File: config.mk
export PLATFORM = sky130hd
export DESIGN_NAME = seq_detector_param
export DESIGN_NICKNAME = d
export VERILOG_FILES = /design/src/rtl/seq_detector_param.sv
export SDC_FILE = /design/constraint.sdc
export NUM_CORES = 1
export LEC_CHECK = 0
export CORE_AREA = 5 5 44 46
export CTS_CLUSTER_DIAMETER = 80
export DETAILED_ROUTE_END_ITERATION = 8
export DIE_AREA = 0 0 49 51
export PLACE_DENSITY = 0.73
export SYNTH_ARGS = -nofsm -noshare
export SYNTH_HDL_FRONTEND = slang
export SYNTH_SLANG_ARGS = --single-unit
export TNS_END_PERCENT = 1
File: constraint.sdc
create_clock -name clk -period 1.7 [get_ports clk]
set_input_delay 0.425 -clock clk [delete_from_list [all_inputs] [get_ports clk]]
set_output_delay 0.425 -clock clk [all_outputs]
set_load 0.02 [all_outputs]
File: src/rtl/seq_detector_param.sv
// rtl/seq_detector_param.sv - parametrised serial bit-pattern detector with elaboration-time KMP transitions
module seq_detector_param #(
   parameter int             N       = 4,
   parameter logic [N-1:0]   PATTERN = 4'b1011,
   parameter int             OVERLAP = 1,
   parameter int             CNT_W   = 8
) (
   input  logic                  clk,
   input  logic                  rst,
   input  logic                  en,
   input  logic                  din,
   input  logic                  clr_cnt,
   output logic                  match,
   output logic [CNT_W-1:0]      match_count,
   output logic [$clog2(N)-1:0]  progress
);

   localparam int               PW      = $clog2(N);
   localparam logic [CNT_W-1:0] CNT_MAX = '1;

   if (N < 2 || N > 16 || CNT_W < 1) begin : g_bad_params
      $error("seq_detector_param: N must be in 2..16 and CNT_W must be >= 1");
   end

   // Bit i of the pattern in line order (i=0 is the first bit expected).
   function automatic logic pat_bit(input int i);
      logic [N-1:0] sh;
      sh = PATTERN >> (N - 1 - i);
      return sh[0];
   endfunction

   // KMP failure: longest proper suffix of the first len pattern bits that is also a prefix.
   function automatic int fail_len(input int len);
      int f;
      bit ok;
      f = 0;
      for (int l = len - 1; l >= 1; l--) begin
         if (f == 0) begin
            ok = 1'b1;
            for (int i = 0; i < l; i++) begin
               if (pat_bit(i) != pat_bit(len - l + i)) ok = 1'b0;
            end
            if (ok) f = l;
         end
      end
      return f;
   endfunction

   // Next state from state k on bit b; a full match folds straight back to F(N) or 0.
   function automatic int step(input int k, input logic b);
      int j;
      int r;
      j = k;
      if (k == N - 1 && pat_bit(k) == b) begin
         r = (OVERLAP != 0) ? fail_len(N) : 0;
      end else begin
         while (j > 0 && pat_bit(j) != b) j = fail_len(j);
         r = (pat_bit(j) == b) ? j + 1 : 0;
      end
      return r;
   endfunction

   logic [PW-1:0] nxt0 [N];
   logic [PW-1:0] nxt1 [N];

   for (genvar k = 0; k < N; k++) begin : g_tab
      localparam int D0 = step(k, 1'b0);
      localparam int D1 = step(k, 1'b1);
      assign nxt0[k] = PW'(D0);
      assign nxt1[k] = PW'(D1);
   end

   logic [PW-1:0]    progress_nxt;
   logic             hit;
   logic [CNT_W-1:0] count_nxt;

   // State register: progress, registered match pulse and saturating counter.
   always_ff @(posedge clk or posedge rst) begin
      if (rst) begin
         progress    <= '0;
         match       <= 1'b0;
         match_count <= '0;
      end else begin
         progress    <= progress_nxt;
         match       <= hit;
         match_count <= count_nxt;
      end
   end

   // Next state: table lookup on enabled edges; a hit is the last pattern bit arriving in S(N-1).
   always_comb begin
      progress_nxt = progress;
      hit          = 1'b0;
      if (en) begin
         progress_nxt = din ? nxt1[progress] : nxt0[progress];
         hit          = (progress == PW'(N - 1)) && (din == PATTERN[0]);
      end
   end

   // Output: clear wins over increment; the counter sticks at all-ones.
   always_comb begin
      count_nxt = match_count;
      if (clr_cnt) begin
         count_nxt = '0;
      end else if (hit && match_count != CNT_MAX) begin
         count_nxt = match_count + CNT_W'(1);
      end
   end

endmodule
# Yosys cells after proc, flatten, opt, wreduce, memory -nomap -nowiden

Cells that the tools add are included.

Register bits after elaboration: 11
Output and inout bits: 11

Reduce and logical (&&, ||, !) cells: 3
Order comparisons: 1
Bitwise operators: 1
Eq/ne operators: 2
$add $sub $neg: 1
Muxes and demuxes: 10

Operator list:

| kind                                                           | number |
|---|---|
| 8-bit 2-to-1 mux                                               | 2 |
| 2-bit 2-to-1 mux                                               | 5 |
| 8-bit by 1-bit adder with 8-bit output (second input constant) | 1 |
| 2-bit binary-select mux with 2-bit select                      | 2 |
| 8-bit inequality test (second input constant)                  | 1 |
| 3-bit greater-or-equal comparator (second input constant)      | 1 |
| 2-bit inverter with 3-bit output                               | 1 |
| 2-bit == test (second input constant)                          | 1 |
| 1-bit logical AND                                              | 2 |
| 2-bit nonzero test                                             | 1 |
| 1-bit 2-to-1 mux                                               | 1 |

# Depth between registers and ports, before layout

Gate-level depths: netlist (run 1).

Depth in word-level cells: 6
Mapped depth: 5

# Least setup slack after synthesis (run 1)

No wires, ideal clock.

Path kind: register -> register
From: register match_count[0]
To: register match_count[1]
Data required time: 1.572 ns
Arrival: 1.409 ns
Slack: 0.163 ns
Period minus slack after synthesis: 1.537 ns
Path buffers: 0
Setup time: 0.128 ns
Cell stages (with the launch flop): 6
Cell sequence: dfrtp_1 ha_1 nand2_1 o31ai_2 mux2i_1 nor2_1

Longest elaborated chain between the ends: 3
Elaborated cells between the ends (all ways): 6
Those cells by class: add/sub (1); eq/ne (1); mux (2); reduce/logical (2)

RTL lines:

| what                                                                            | RTL line | text |
|---|---|---|
| start: declaration                                                              | 14       | `output logic [CNT_W-1:0] match_count,` |
| start signal: assignment                                                        | 86       | `match_count <= count_nxt;` |
| 8-bit by 1-bit adder with 8-bit output or 8-bit inequality test (tied branches) | 106, 105 |  |
| 8-bit 2-to-1 mux or 1-bit logical AND (tied branches)                           | 105      | `end else if (hit && match_count != CNT_MAX) begin` |
| 8-bit 2-to-1 mux or 2-bit nonzero test (tied branches)                          | -        |  |

Several ways; a longest one is shown, not always the timed one. The select of a mux whose other input is x is not followed.
A chain may end at the register's enable or synchronous reset.

# Final worst setup path (run 1)

From: register match_count[2]
To: output port match_count[2]

No word-level cell between the ends.

==> out/qor.txt, run 1 <==
Buf/Inv on CP: 1
Area leader, netlist: dfrtp_1
DR iter-0 viols: 11
CP Capture Type: output pin
Max Slew Vio Count: 0
Critical Path End: match_count[2]
Critical path required time: 1.27 ns
Syn nets: 61
Initial antenna violation count: 0
CP Cell Sequence: clkdlybuf4s50_1
Crit Reg-Reg Startpoint: match_count[0]
Commonest non-fill, non-tap cell in the layout: dfrtp_1
Clock root cell: clkbuf_4
CTS Buf Count: 3
WP data arrival: 1.21 ns
Avg Cell Area, Syn: 10.33 µm²
CTS sink cnt: 11
Status: finished, final reports clean
Max cap viols: 0
Actual slew at the worst max-slew pin: 0.4322 ns
Finished Cell Area: 814.5 µm²
Pwr dens: 635.5 nW/µm²
Critical path depth: 1
Ant. Diodes: 0
RR Endpoint: match_count[1]
Sequential share of power: 53.6%
Remaining global-route overflow: 0
Std cell rows: 14
Initial core utilization: 38.61%
Share of cells above drive strength 1: 20.00%
Commonest cells after routing, fill and taps aside: dfrtp_1 (11), dlygate4sd2_1 (8), clkdlybuf4s50_1 (7), buf_4 (7), nand2_1 (5)
All-Layer GR Usage: 11.36%
Clock tree buffer depth: 2
Sw power: 0.1310 mW
Vias in the first global route: 512
TritonCTS clock tree: built
Routed WL: 1240 µm
Sequential share of the synthesized area: 48.46%
Via count: 491
Post-route ant nets: 0
Clock share of power: 34.9%
Critical path type: flop to output pin
Yosys warning count: 0
Max Clock Freq: 610.7 MHz
NumNets Final: 87
Width of the die: 49 µm
Post-synth top area share: 48.46%
Asr flop ratio synth: 100.0%
Largest fanout on the critical path: 2
Gate Count Post-Synth: 55
Fin crit period: 1.638 ns
Final hold viol count: 0
Placed cell areas: 787.0 µm²
Num ports: 16
Synth cell types: 25
FF+latch count, synth: 11
Number of synthesized flops with an enable pin: 0
Fin Setup TNS: 0 ns
Slowest CP cell: clkdlybuf4s50_1
Routed len/inst: 12.92 µm
Die Area: 2499 µm²
Area growth syn-to-layout: 43.39%
GPL Wtd Cong: 0.7723
Post-Syn Area: 568.0 µm²
Slew headroom: 71.16%
Pre-antenna DRT Iters: 4
DP HPWL: 919 µm
Largest net degree at the start of global routing: 12
First-pass GRT wire length: 2256 µm
# H-tree levels: 1
Sw frac: 25.32%
Slowest stage delay, CP: 0.60 ns
RSZ-0062 raised after global routing: no
Crit path launch: match_count[2]
Crit path max-delay family: buffers and inverters
DIE HEIGHT: 51 µm
IO Port Bufs: 15
Post-CTS Setup Repair Bufs: 0
Drt drc: 0
Final Cycle Share: 96.33%
Hold WS: 0.4481 ns
Top_reg_cell synth: dfrtp_1
Startpoint types: flop
Worst R2R Setup Slack: 0.19 ns
Hold WC Path Type: input pin to asynchronous set/reset pin
Worst R2R Path Depth: 5
VDD IR max: 302.9 µV
Leak: 0.3985 nW
Reg clk slew, reported paths: 0.08 ns
Area contributors post-synth: dfrtp_1 (48%), nand4_4 (3.7%), mux2i_1 (3.5%)
Latest clock arrival within the worst-skew pair: 0.26 ns
Skew final: 0.004014 ns
Core ar.: 1471 µm²
Fin util: 55.36%
DR vias/cell: 5.115
Total internal power: 0.3866 mW
Setup-failing EPs final: 0
Combinational Power Share: 11.5%
[area by class of cell]
cell class / count / area, µm²
clock buffer: 4 / 26.28
sequential: 11 / 275.3
multi-input combinational: 38 / 281.5
tap: 16 / 20.02
timing repair buffer: 22 / 192.7
inverter: 5 / 18.77
fill: 130 / 656.9
[worst min path at each step]
stage	startpoint	endpoint	slack [ns]	cells past startpoint
2_1_floorplan	rst	match	0.28	1
3_3_place_gp	progress[1]	progress[1]	0.54	2
3_5_place_dp	progress[1]	progress[1]	0.56	2
4_1_cts	rst	match_count[2]	0.46	2
5_1_grt	rst	match_count[2]	0.48	2
6_report	rst	progress[1]	0.45	2
[cell families (layout without fill, tap and decap cells)]
logic type | after synthesis | in the layout | synth area share (%)
adders and majority gates | 1 | 1 | 2.202
buffers and inverters | 6 | 31 | 3.963
AOI/OAI and AO/OA | 13 | 13 | 16.96
muxes | 3 | 3 | 5.507
xor gates and xnor gates | 1 | 1 | 1.542
and+or+nand+nor | 20 | 20 | 21.37
DFF | 11 | 11 | 48.46
[stage by stage]
step / power (mW) / instances / worst slack (ns)
3_5_place_dp: 0.3472 / 92 / -0.1257
2_1_floorplan: 0.3109 / 55 / 0.1630
4_1_cts: 0.5287 / 96 / 0.04107
5_1_grt: 0.5480 / 96 / 0.006528
6_report: 0.5177 / 96 / 0.06243
3_3_place_gp: 0.3456 / 92 / -0.07301
[what timing repair did]
item                                    in CTS  in global routing
hold endpoints to repair                     0                  0
resized for setup                            8                  2
hold buffers                                 0                  0
endpoints found under the setup margin       8                  1
[state kept, by name, summed over array words and instances (netlist names)]
register and flops:
match 1, progress 2, match_count 8
[metal layers]
layer | global-route usage (%) | part of all wire [%]
met1 | 15.88 | 51
met4 | 5.381 | 0.65
met5 | 0 | 0
met2 | 16.96 | 44
met3 | 2.035 | 4.2
[power by group through the flow]
stage	clock network (mW)	logic [mW]	registers, mW
after detailed placement	0	0.0644	0.283
final	0.181	0.0596	0.277
after CTS	0.192	0.0598	0.277
after floorplan	0	0.0198	0.291
after global placement	0	0.0632	0.282
after global routing	0.204	0.0657	0.279
[synth_stat cells (2+ instances only)]
master / number
nand3_1: 3
mux2i_1: 2
nand2_1: 5
o21a_1: 2
nor2_1: 4
a211oi_1: 2
a31oi_1: 3
dfrtp_1: 11
inv_1: 4
o21ai_0: 2
nand4_1: 2
nor3_1: 2
Note: power is estimated with default switching activity, not from simulation.
==> run 2: changes to the inputs <==
CTS_CLUSTER_DIAMETER = 60   (was 80)
SLEW_MARGIN = 30   (was unset)
==> results of run 2 <==
The final DEF is identical to that of run 1; final timing and power are the same.
==> run 3: changes to the inputs <==
CORE_AREA = 5 5 42 44   (was 5 5 44 46)
DIE_AREA = 0 0 47 49   (was 0 0 49 51)
GPL_ROUTABILITY_DRIVEN = 0   (was unset)
PLACE_DENSITY = 0.8   (was 0.73)
SLEW_MARGIN = 20   (was 30)
==> run 3 against run 2 <==
Sequential power is essentially flat. Core utilization increased by 1.4 points. Critical path depth stayed put. Clock skew increased by 0.0028 ns. Routed wire length grew 0.65%. Via count is 2.9% higher. Final cell count shrank 1.0%. Clock power about the same. Critical path type unchanged. Critical endpoint unchanged. Highest routed layer unchanged.
==> out/qor.txt, run 3 (synthesis gave the netlist of run 1 again) <==
Max Slew Vio Count: 0 (unchanged)
Commonest cells after routing, fill and taps aside: dfrtp_1 (11), dlygate4sd2_1 (9), clkdlybuf4s50_1 (6), buf_4 (6), nand2_1 (5)
Vias in the first global route: 498 (-2.7%)
Critical path type: flop to output pin
Status: finished, final reports clean
Crit path max-delay family: buffers and inverters
Slowest stage delay, CP: 0.60 ns (about the same)
Slowest CP cell: clkdlybuf4s50_1
Num ports: 16 (unchanged)
TritonCTS clock tree: built
Latest clock arrival within the worst-skew pair: 0.28 ns (+0.02 ns)
Max reg flops: 8 (unchanged)
CP Cell Sequence: clkdlybuf4s50_1
Actual slew at the worst max-slew pin: 0.4147 ns (-0.01747 ns)
Slew headroom: 72.32% (+1.2 points)
Setup ws final: 0.05452 ns (-0.007909 ns)
Final Cycle Share: 96.79% (+0.47 points)
Pwr dens: 652.1 nW/µm² (+2.6%)
Initial core utilization: 40.54% (+1.9 points)
Std cell rows: 14 (unchanged)
Routed WL: 1248 µm (+0.65%)
DR iter-0 viols: 16 (+5)
Max Clock Freq: 607.7 MHz (-0.48%)
Commonest non-fill, non-tap cell in the layout: dfrtp_1
Top layer in use: met4
WP data arrival: 1.22 ns (about the same)
First-pass GRT wire length: 2242 µm (-0.62%)
NumNets Final: 86 (-1.1%)
DIE HEIGHT: 49 µm (-3.9%)
VDD IR max: 460.8 µV (+52%)
Initial antenna violation count: 0 (unchanged)
Biggest register: match_count
Routed len/inst: 13.14 µm (+1.7%)
Hold WC Path Type: input pin to asynchronous set/reset pin
CTS Buf Count: 3 (unchanged)
Reg clk slew, reported paths: 0.08 ns (about the same)
# H-tree levels: 1 (unchanged)
Critical path required time: 1.27 ns (about the same)
Post-CTS Setup Repair Bufs: 0 (unchanged)
DP HPWL: 928.7 µm (+1.1%)
Buf/Inv on CP: 1 (unchanged)
IO Port Bufs: 15 (unchanged)
Largest net degree at the start of global routing: 12 (unchanged)
Post-route ant nets: 0 (unchanged)
Clock root cell: clkbuf_4
Clock tree buffer depth: 2 (unchanged)
Remaining global-route overflow: 0 (unchanged)
Skew final: 0.006770 ns (+0.002757 ns)
Share of cells above drive strength 1: 18.99% (-1.0 points)
Core ar.: 1401 µm² (-4.8%)
Fillers: 141 (+8.5%)
Crit Reg-Reg Startpoint: match_count[0]
Top flop regs: match_count: 8 flops, progress: 2 flops, match: 1 flops
All-Layer GR Usage: 13.86% (+2.5 points)
Area growth syn-to-layout: 40.09%
Setup-failing EPs final: 0 (unchanged)
DP Worst Slack: -0.1039 ns (+0.02180 ns)
M1 wire length: 543 µm (-14%)
Via count: 505 (+2.9%)
Startpoint types: flop
RR Endpoint: match_count[1]
Fin util: 56.79% (+1.4 points)
Drt drc: 0 (unchanged)
Max cap viols: 0 (unchanged)
Ant. Diodes: 0 (unchanged)
Crit path launch: match_count[2]
WL met2: 595 µm (+9.6%)
Pre-antenna DRT Iters: 4 (unchanged)
Routed wl met3: 65 µm (+25%)
Largest fanout on the critical path: 2 (unchanged)
Fin crit period: 1.645 ns (+0.007909 ns)
Worst R2R Path Depth: 5 (unchanged)
Width of the die: 47 µm (-4.1%)
Die Area: 2303 µm² (-7.8%)
Leak: 0.4026 nW (+1.0%)
CTS sink cnt: 11 (unchanged)
RSZ-0062 raised after global routing: no
CP Capture Type: output pin
Worst R2R Setup Slack: 0.23 ns (+0.04 ns)
Final hold viol count: 0 (unchanged)
DR vias/cell: 5.316 (+3.9%)
-- run 3: worst max-delay path by stage --
stage	to	slack, ns	cells past startpoint
floorplan	match_count[1]	0.16	5
global placement	match_count[3]	-0.06	5
detailed placement	match_count[3]	-0.10	5
CTS	match_count[2]	0.04	1
global route	match_count[2]	0.006	1
finish	match_count[2]	0.05	1
-- run 3: through the flow --
step / instances / hold WS, ns / TNS, ns / area [µm²] / total power, mW
3_5_place_dp: 91 / 0.5572 / -0.2435 / 779.5 / 0.3459
6_report: 95 / 0.4337 / 0 / 795.8 / 0.5189
3_3_place_gp: 91 / 0.5495 / -0.1612 / 779.5 / 0.3447
2_1_floorplan: 55 / 0.2774 / 0 / 568.0 / 0.3109
4_1_cts: 95 / 0.4518 / 0 / 795.8 / 0.5279
5_1_grt: 95 / 0.4577 / 0 / 795.8 / 0.5522
-- run 3: area by class of cell --
cell class / instances / area, µm² / share of cell area [%]
Sequential cell: 11 / 275.3 / 34.59
Multi-Input combinational cell: 38 / 270.3 / 33.96
Timing Repair Buffer: 21 / 183.9 / 23.11
Clock buffer: 3 / 22.52 / 2.830
Tap cell: 16 / 20.02 / 2.516
Inverter: 5 / 18.77 / 2.358
Clock inverter: 1 / 5.005 / 0.6289
-- run 3: metal layers --
layer	global-route usage, %	vias up
met3	3.321	4
met4	12.44	0
met5	0	-
met2	18.78	13
met1	17.19	237
li1	-	251
-- run 3: timing repair --
action | in CTS | in global routing
hold buffers | 0 | 0
gates resized for setup | 9 | 0
setup endpoints to repair | 9 | 0
-- run 3: where the power goes --
group | total, mW | switching (mW) | internal [mW]
combinational | 0.0570 | 0.0308 | 0.0262
clock | 0.184 | 0.0969 | 0.0873
sequential | 0.278 | 0.00911 | 0.269
total | 0.519 | 0.137 | 0.382
-- run 3: worst reg2reg max path, cell delays in order (launching register included) --
cell	delay, ns
dfrtp_1	0.42
ha_1	0.20
nand2_1	0.13
o31ai_2	0.34
mux2i_1	0.22
nor2_1	0.06
